===== src/rtl/wen_pkg.sv =====
// Shared constants and width helpers for the round-robin write-enable controller.
package wen_pkg;

  localparam int DEF_NCH    = 4;
  localparam int DEF_ADDR_W = 8;
  localparam int DEF_CNT_W  = 16;

  // Ceiling log2 for n >= 1 (returns 0 for n == 1).
  function automatic int clog2(input int n);
    int r;
    r = 0;
    for (int v = n - 1; v > 0; v = v >> 1) begin
      r++;
    end
    return r;
  endfunction

  // Channel-index width; a single channel still needs one bit.
  function automatic int wsel_w(input int nch);
    return (nch > 1) ? clog2(nch) : 1;
  endfunction

endpackage


===== src/rtl/wen_rr_ctrl_arbiter.sv =====
// Combinational round-robin arbiter: finds the first requester at or after the
// search-start pointer, wrapping modulo NCH. The pointer register lives in the parent.
module rr_arbiter
  import wen_pkg::*;
#(
  parameter  int NCH    = DEF_NCH,
  localparam int WSEL_W = wsel_w(NCH)
) (
  input  logic [NCH-1:0]    req,
  input  logic              advance,
  input  logic [WSEL_W-1:0] ptr,
  output logic [NCH-1:0]    grant_nxt,
  output logic [WSEL_W-1:0] idx
);

  localparam logic [WSEL_W:0] NCH_L = (WSEL_W + 1)'(NCH);

  logic [NCH-1:0]    rot;
  logic [WSEL_W-1:0] off;
  logic [WSEL_W:0]   sum;

  // Rotate so the search-start channel lands at bit 0.
  assign rot = NCH'({req, req} >> ptr);

  // NOTE: every variable written in a combinational block gets a default at the
  // top, so no path can leave it unassigned and infer a latch.
  always_comb begin
    off = '0;
    for (int i = NCH - 1; i >= 0; i--) begin
      if (rot[i]) off = WSEL_W'(i);
    end
  end

  assign sum = {1'b0, ptr} + {1'b0, off};
  assign idx = (sum >= NCH_L) ? WSEL_W'(sum - NCH_L) : sum[WSEL_W-1:0];

  always_comb begin
    grant_nxt = '0;
    for (int j = 0; j < NCH; j++) begin
      grant_nxt[j] = advance && (|req) && (idx == WSEL_W'(j));
    end
  end

endmodule


===== src/rtl/wen_rr_ctrl.sv =====
// Write-enable controller for the cpu-fifo write port: round-robin arbitration of
// NCH requesters, gated by global enable and FIFO occupancy, with a stall counter.
module wen_rr_ctrl
  import wen_pkg::*;
#(
  parameter  int NCH    = DEF_NCH,
  parameter  int ADDR_W = DEF_ADDR_W,
  parameter  int CNT_W  = DEF_CNT_W,
  localparam int WSEL_W = wsel_w(NCH)
) (
  input  logic              clk,
  input  logic              rst_n,
  input  logic              en,
  input  logic [NCH-1:0]    req,
  input  logic              rd_en,
  input  logic              clr_stall,
  output logic [NCH-1:0]    grant,
  output logic              wen,
  output logic [WSEL_W-1:0] wsel,
  output logic [ADDR_W-1:0] waddr,
  output logic [ADDR_W:0]   count,
  output logic              full,
  output logic              empty,
  output logic [CNT_W-1:0]  stall_cnt
);

  localparam logic [ADDR_W:0]  DEPTH     = {1'b1, {ADDR_W{1'b0}}};
  localparam logic [CNT_W-1:0] STALL_MAX = '1;
  localparam logic [WSEL_W:0]  NCH_L     = (WSEL_W + 1)'(NCH);

  logic [WSEL_W-1:0] rr_ptr;
  logic [WSEL_W-1:0] arb_idx;
  logic [WSEL_W-1:0] ptr_nxt;
  logic [WSEL_W:0]   ptr_inc;
  logic [NCH-1:0]    arb_grant;
  logic [ADDR_W-1:0] wr_ptr;
  logic              issue;
  logic              rd_ok;
  logic              stall_hit;

  // Full is judged on the registered count, so a same-cycle read cannot make room.
  assign full      = (count == DEPTH);
  assign empty     = (count == '0);
  assign issue     = en && !full && (|req);
  assign rd_ok     = rd_en && !empty;
  assign stall_hit = (|req) && !issue;

  rr_arbiter #(.NCH(NCH)) u_arb (
    .req       (req),
    .advance   (issue),
    .ptr       (rr_ptr),
    .grant_nxt (arb_grant),
    .idx       (arb_idx)
  );

  // Next search starts just past the winner, wrapping at NCH.
  assign ptr_inc = {1'b0, arb_idx} + (WSEL_W + 1)'(1);
  assign ptr_nxt = (ptr_inc == NCH_L) ? '0 : ptr_inc[WSEL_W-1:0];

  // NOTE: sequential state uses non-blocking assignments so every register
  // samples pre-edge values regardless of statement or process order.
  always_ff @(posedge clk or negedge rst_n) begin
    if (!rst_n) begin
      grant <= '0;
      wen   <= 1'b0;
      wsel  <= '0;
      waddr <= '0;
    end else begin
      grant <= arb_grant;
      wen   <= issue;
      if (issue) begin
        wsel  <= arb_idx;
        waddr <= wr_ptr;
      end
    end
  end

  always_ff @(posedge clk or negedge rst_n) begin
    if (!rst_n) begin
      wr_ptr <= '0;
      rr_ptr <= '0;
    end else if (issue) begin
      wr_ptr <= wr_ptr + ADDR_W'(1);
      rr_ptr <= ptr_nxt;
    end
  end

  // Write and read on the same edge cancel; reads of an empty FIFO are ignored.
  always_ff @(posedge clk or negedge rst_n) begin
    if (!rst_n) begin
      count <= '0;
    end else begin
      case ({issue, rd_ok})
        2'b10:   count <= count + (ADDR_W + 1)'(1);
        2'b01:   count <= count - (ADDR_W + 1)'(1);
        default: count <= count;
      endcase
    end
  end

  always_ff @(posedge clk or negedge rst_n) begin
    if (!rst_n) begin
      stall_cnt <= '0;
    end else if (clr_stall) begin
      stall_cnt <= '0;
    end else if (stall_hit && (stall_cnt != STALL_MAX)) begin
      stall_cnt <= stall_cnt + CNT_W'(1);
    end
  end

endmodule


===== config.mk =====
export PLATFORM = sky130hd
export DESIGN_NAME = wen_rr_ctrl
export DESIGN_NICKNAME = d
export VERILOG_FILES = /design/src/rtl/wen_pkg.sv /design/src/rtl/wen_rr_ctrl_arbiter.sv /design/src/rtl/wen_rr_ctrl.sv
export SDC_FILE = /design/constraint.sdc
export NUM_CORES = 1
export LEC_CHECK = 0
export BUFFER_PORTS_ARGS = -buffer_cell sky130_fd_sc_hd__buf_4
export CAP_MARGIN = 15
export CORE_MARGIN = 3
export CORE_UTILIZATION = 45
export CTS_BUF_LIST = sky130_fd_sc_hd__clkbuf_8 sky130_fd_sc_hd__clkbuf_16
export DETAILED_ROUTE_END_ITERATION = 8
export PLACE_DENSITY = 0.62
export SLEW_MARGIN = 20
export SYNTH_ARGS = -nofsm -noshare
export SYNTH_HDL_FRONTEND = slang
export SYNTH_HIERARCHICAL = 1
export SYNTH_SLANG_ARGS = --single-unit

===== constraint.sdc =====
create_clock -name clk -period 7.1 [get_ports clk]
set_input_delay 1.42 -clock clk [delete_from_list [all_inputs] [get_ports clk]]
set_output_delay 1.42 -clock clk [all_outputs]
set_load 0.01 [all_outputs]

==> results.cfg, run 1 <==
[status]
status = finished clean

[finish]
fillers = 559
final_nets = 355
multi_input_area_sq_um = 1534
area.sequential_sq_um = 1251
final_util_pct = 55.67
syn_to_final_growth_pct = 16.15
diodes = 0
drive_gt1_share_pct = 26.05

[critical_path]
critPathLaunchType = primary input
endpoint_kind = register
worstSetupPathType = primary input to register
critical_path.cell_chain = buf_4, or4_1, o311a_2, inv_1, ha_1, ha_1, a21oi_1, o221ai_1, a21oi_1, mux2i_1, a22o_1
cpMaxStageDelayCell = or4_1
worst_ep_required_time_ns = 7.34
critPathMaxFanout = 19
critPathArrivalTime_ns = 4.67
max_stage_delay_ns = 0.62

[yosys]
synthFlopType = dfrtp_1
synth-seq-area-share_pct = 42.83
synth_edf_count = 0
syn-num-nets = 309
yosysWarnings = 6
ys_types = 47
synth-seq-cells = 50
netlist_instances = 287
synth_area_per_cell_sq_um = 10.18
syn-cell-area_sq_um = 2922
synth-async-reset-ratio_pct = 100.0

[min_path]
hp-class = register to register

[placement]
gp_congestion = 0.8662
dp_hpwl_mm = 4.336
io_buffers = 50

[sta]
grt_setup_unrepaired = false
slew-limit-headroom_pct = 57.08
hold_viol = 0
max_clock_freq_ghz = 0.2259
setup_violations = 0
fin_crit_sh_pct = 62.35
finalClockSkew_ns = 0.01489
slew_viol_final = 0
final.setup.tns_ns = 0
period_minus_slack_ns = 4.427
holdWs_ns = 0.4695
worstMarginPinSlew_ns = 0.6438

[clock_tree]
path_clk_slew_ns = 0.09
htree_levels = 2
cts_buffers = 5
post_cts_resized = 0
cts_tree = done
cts_max_path_buffers = 2
post_cts_buffers = 0
root_buffer = clkbuf_8
clk_latency_ns = 0.31
ctsHoldBuffers = 0
numClockSinks = 50

[floorplan]
start_util_pct = 47.93
die-height_um = 86.58
core_sq_um = 6096
die_x_um = 86.58
io_pins = 51
dieArea_sq_um = 7495
rows = 28

[detailed_routing]
via_per_inst = 5.484
detail_route.wirelength_mm = 6.115
route.vias.total = 2243
firstDrtPassIters = 4
wl_per_cell_um = 14.95
drtIter0Drc = 82
drc = 0
ant_nets = 0

[power]
power_uw = 1138
power_density_nw_per_um2 = 335.5
p_leak_uw = 0.001535
peakVddDrop_v = 0.0001926

[global_route]
grtUsageTotal_pct = 17.42
grt-ovfl-total = 0
antenna_found_initial = 0
grt_pass1_vias = 2230
grt_pass1_wl_mm = 10.59
grt_max_degree = 51

[flow_run]
max_cap_viol_count = 0
-- Yosys cell counts (2+ instances only) --
library cell / n / area (sq um)
or4_4: 3 / 33.78
nor2_1: 19 / 71.32
ha_1: 12 / 150.1
clkbuf_1: 4 / 15.01
o211ai_1: 3 / 22.52
xnor2_1: 15 / 131.4
nand2_1: 26 / 97.59
buf_6: 3 / 33.78
xor2_1: 4 / 35.03
a21oi_1: 15 / 75.07
or3_1: 4 / 25.02
or4_1: 4 / 30.03
o41ai_1: 2 / 17.52
mux2i_1: 8 / 80.08
and4_1: 2 / 17.52
o31ai_1: 4 / 30.03
buf_4: 2 / 15.01
nand3_1: 9 / 45.04
nor3b_1: 5 / 37.54
nor3_1: 11 / 55.05
and3_1: 2 / 12.51
mux2_2: 19 / 214.0
dfrtp_1: 50 / 1251
o21ai_0: 14 / 70.07
nor2b_1: 8 / 50.05
inv_1: 14 / 52.55
nand4_1: 5 / 31.28
-- sequential cells by signal (all words and copies together) (netlist names) --
signal / count
rr_ptr: 2
stall_cnt: 16
wen: 1
waddr: 8
count: 9
wsel: 2
wr_ptr: 8
grant: 4
-- per-layer routing --
metal | global-route usage (%) | part of all wire [%] | up-vias | routed length [um]
li1 | - | - | 1118 | -
met1 | 23.67 | 47 | 1077 | 2870
met2 | 27.89 | 48 | 42 | 2922
met3 | 3.707 | 4.3 | 6 | 261
met4 | 5.382 | 0.96 | 0 | 59
met5 | 0 | 0 | - | 0
-- where the power goes --
group	switching [uW]	internal, uW
sequential	91.1	371
clock	96.6	68.3
combinational	254	257
-- worst max-delay path: cells and delay by family --
family,cells,cell delay (ns)
simple gates,1,0.62
compound gates,5,1.19
buf+inv,2,0.32
fa+ha+maj,2,0.88
mux,1,0.22
-- logic make-up (layout without fill, tap and decap cells) --
family | after synthesis | after routing | share of synthesized area [%]
compound gates | 48 | 48 | 11.69
fa+ha+maj | 13 | 13 | 5.824
xor+xnor | 19 | 19 | 5.696
buf+inv | 25 | 72 | 4.667
simple gates | 105 | 105 | 19.23
mux | 27 | 27 | 10.06
flops | 50 | 50 | 42.83
-- area by class of cell --
| type | count | share of cell area, % |
|---|---|---|
| repair buffers | 50 | 11.06 |
| inverters | 14 | 1.549 |
| multi-input cells | 212 | 45.21 |
| well taps | 75 | 2.765 |
| flip-flops and latches | 50 | 36.87 |
| clock inverters | 3 | 0.5162 |
| clock buffers | 5 | 2.028 |
-- per-stage QoR --
stage / setup slack [ns] / instance area (sq um) / cells
floorplan: 2.753 / 2922 / 287
global placement: 2.505 / 3307 / 401
detailed placement: 2.406 / 3307 / 401
CTS: 2.693 / 3393 / 409
global route: 2.460 / 3393 / 409
finish: 2.673 / 3393 / 409
-- final timing paths --
kind | start | to | slack (ns) | cells past startpoint
setup / recovery | req[1] | count[8] | 2.67 | 11
hold / removal | wr_ptr[7] | wr_ptr[7] | 0.47 | 1
setup reg to reg | count[0] | count[8] | 3.27 | 10
hold reg to reg | wr_ptr[7] | wr_ptr[7] | 0.47 | 1
max in group asynchronous | rst_n | stall_cnt[13] | 5.54 | 1
min in group asynchronous | rst_n | grant[3] | 1.12 | 1
-- layout by cell type (no fill, tap or decap), drive strengths merged, types with 7 or more instances in the layout --
cell type	instances
buf	50
inv	15
or4	7
dfrtp	50
nor2b	8
nor3	11
nand2	26
mux2i	8
xnor2	15
nand3	9
o21ai	15
mux2	19
nor2	19
ha	12
a21oi	15
Note: power is estimated with default switching activity, not from simulation.
==> run 2, diff against run 1 <==
clock period = 4.5 ns   (was 7.1 ns; I/O delays follow)
==> run 2 against run 1 <==
Net effect: total power is 69% higher; non-clock buffer count is 1 higher; cell area is 1.7% higher; die area stayed put; clock skew hardly changed; routed wire length is 1.1% lower; register-to-register slack worse by 2.4 ns; core utilization is 0.96 points higher; critical endpoint unchanged; sequential cell count stayed put; first-iteration DRC count is 46% higher; combinational power is 59% higher; setup slack worse by 1.9 ns.
==> results.cfg, run 2 (synthesized netlist as in run 1, its figures left out) <==
[clock_tree]
path_clk_slew_ns = 0.09
cts_tree = done
post_cts_buffers = 0
htree_levels = 2
cts_max_path_buffers = 2
cts_buffers = 5
root_buffer = clkbuf_8
clk_latency_ns = 0.31
ctsHoldBuffers = 0
post_cts_resized = 0
numClockSinks = 50

[placement]
pre_cts_ws_ns = 0.5267
dp_hpwl_mm = 4.250
io_buffers = 50
dpl_cell_area_sq_um = 3314
gp_congestion = 0.9454
dp_cells = 402

[power]
p_leak_uw = 0.001559
peakVddDrop_v = 0.0002962
power_density_nw_per_um2 = 555.7

[finish]
largest_reg_flops = 16
final_cells = 410
syn_to_final_growth_pct = 18.16
reg_top3 = stall_cnt x16, count x9
max_flop_register = stall_cnt
drive_gt1_share_pct = 26.57
diodes = 0
final_common_cell = buf_4
final_area_sq_um = 3452
final_nets = 356
fillers = 520
final_cell_mix = buf_4, dfrtp_1, nand2_1, mux2_2, nor2_1

[global_route]
grtUsageTotal_pct = 17.05
grt_max_degree = 51
grt-ovfl-total = 0
grt_pass1_vias = 2130
antenna_found_initial = 0
grt_pass1_wl_mm = 10.30

[sta]
slew-limit-headroom_pct = 58.05
slew_viol_final = 0
worstMarginPinSlew_ns = 0.6293
period_minus_slack_ns = 3.695
final.setup.tns_ns = 0
hold_viol = 0
setup_ws_ns = 0.8052
max_clock_freq_ghz = 0.2706
grt_setup_unrepaired = false
setup_violations = 0
finalClockSkew_ns = 0.01492
fin_crit_sh_pct = 82.11

[floorplan]
io_pins = 51
start_util_pct = 47.93
die-height_um = 86.58
die_x_um = 86.58
rows = 28
core_sq_um = 6096
dieArea_sq_um = 7495

[detailed_routing]
drc = 0
wl_met2_mm = 2.773
drt-met1-wl_mm = 2.885
detail_route.wirelength_mm = 6.047
via_per_inst = 5.563
top_layer = met4
wl_per_cell_um = 14.75
wl_met3_um = 300
drtIter0Drc = 120
ant_nets = 0
firstDrtPassIters = 4
route.vias.total = 2281

[critical_path]
critPathArrivalTime_ns = 3.89
worstSetupPathType = primary input to register
worst_ep_required_time_ns = 4.69
r2r_start = count[0]
critPathLaunchType = primary input
endpoint_kind = register
critPathLaunch = req[2]
critPathMaxFanout = 19

[min_path]
hp-class = register to register
hold_start = wr_ptr[7]

[flow_run]
max_cap_viol_count = 0

[status]
status = finished clean
-- run 2: layout make-up --
class	count	area (sq um)	area share, %
repair buffers	51	382.9	11.09
well taps	75	93.84	2.718
inverters	14	52.55	1.522
flip-flops and latches	50	1251	36.25
clock inverters	3	68.82	1.993
multi-input cells	212	1534	44.44
clock buffers	5	68.82	1.993
-- run 2: final timing paths --
| path | endpoint | slack [ns] | cells past startpoint |
|---|---|---|---|
| min in group asynchronous | grant[2] | 0.60 | 1 |
| setup / recovery | count[8] | 0.81 | 12 |
| setup reg to reg | count[8] | 0.89 | 10 |
| hold / removal | wr_ptr[7] | 0.48 | 1 |
| max in group asynchronous | count[5] | 3.47 | 1 |
| hold reg to reg | wr_ptr[7] | 0.48 | 1 |
-- run 2: per-stage QoR --
| step | total power [uW] | utilization, % | hold slack [ns] |
|---|---|---|---|
| after CTS | 1941 | 56.63 | 0.4842 |
| after floorplan | 1267 | - | 0.4395 |
| after global placement | 1543 | 54.37 | 0.4688 |
| final | 1918 | 56.63 | 0.4763 |
| after detailed placement | 1553 | 54.37 | 0.4684 |
| after global routing | 2071 | 56.63 | 0.5029 |
-- run 2: critical path, stage by stage --
cell and delay [ns]:
buf_4 0.14, or4_1 0.20, o311a_2 0.48, inv_1 0.17, ha_1 0.33, buf_4 0.20, fa_1 0.40, a21oi_1 0.27
o22ai_1 0.14, o41ai_1 0.32, xnor2_1 0.12, a22o_1 0.20
-- run 2: power breakdown --
| part | total [uW] | internal (uW) | switching [uW] |
|---|---|---|---|
| registers | 730 | 586 | 144 |
| clock network | 377 | 223 | 155 |
| logic | 811 | 408 | 403 |
-- run 2: routing by layer --
metal,vias up,GRT usage [%]
li1,1114,-
met1,1091,24.01
met2,64,26.70
met3,12,3.422
met4,0,4.958
met5,-,0
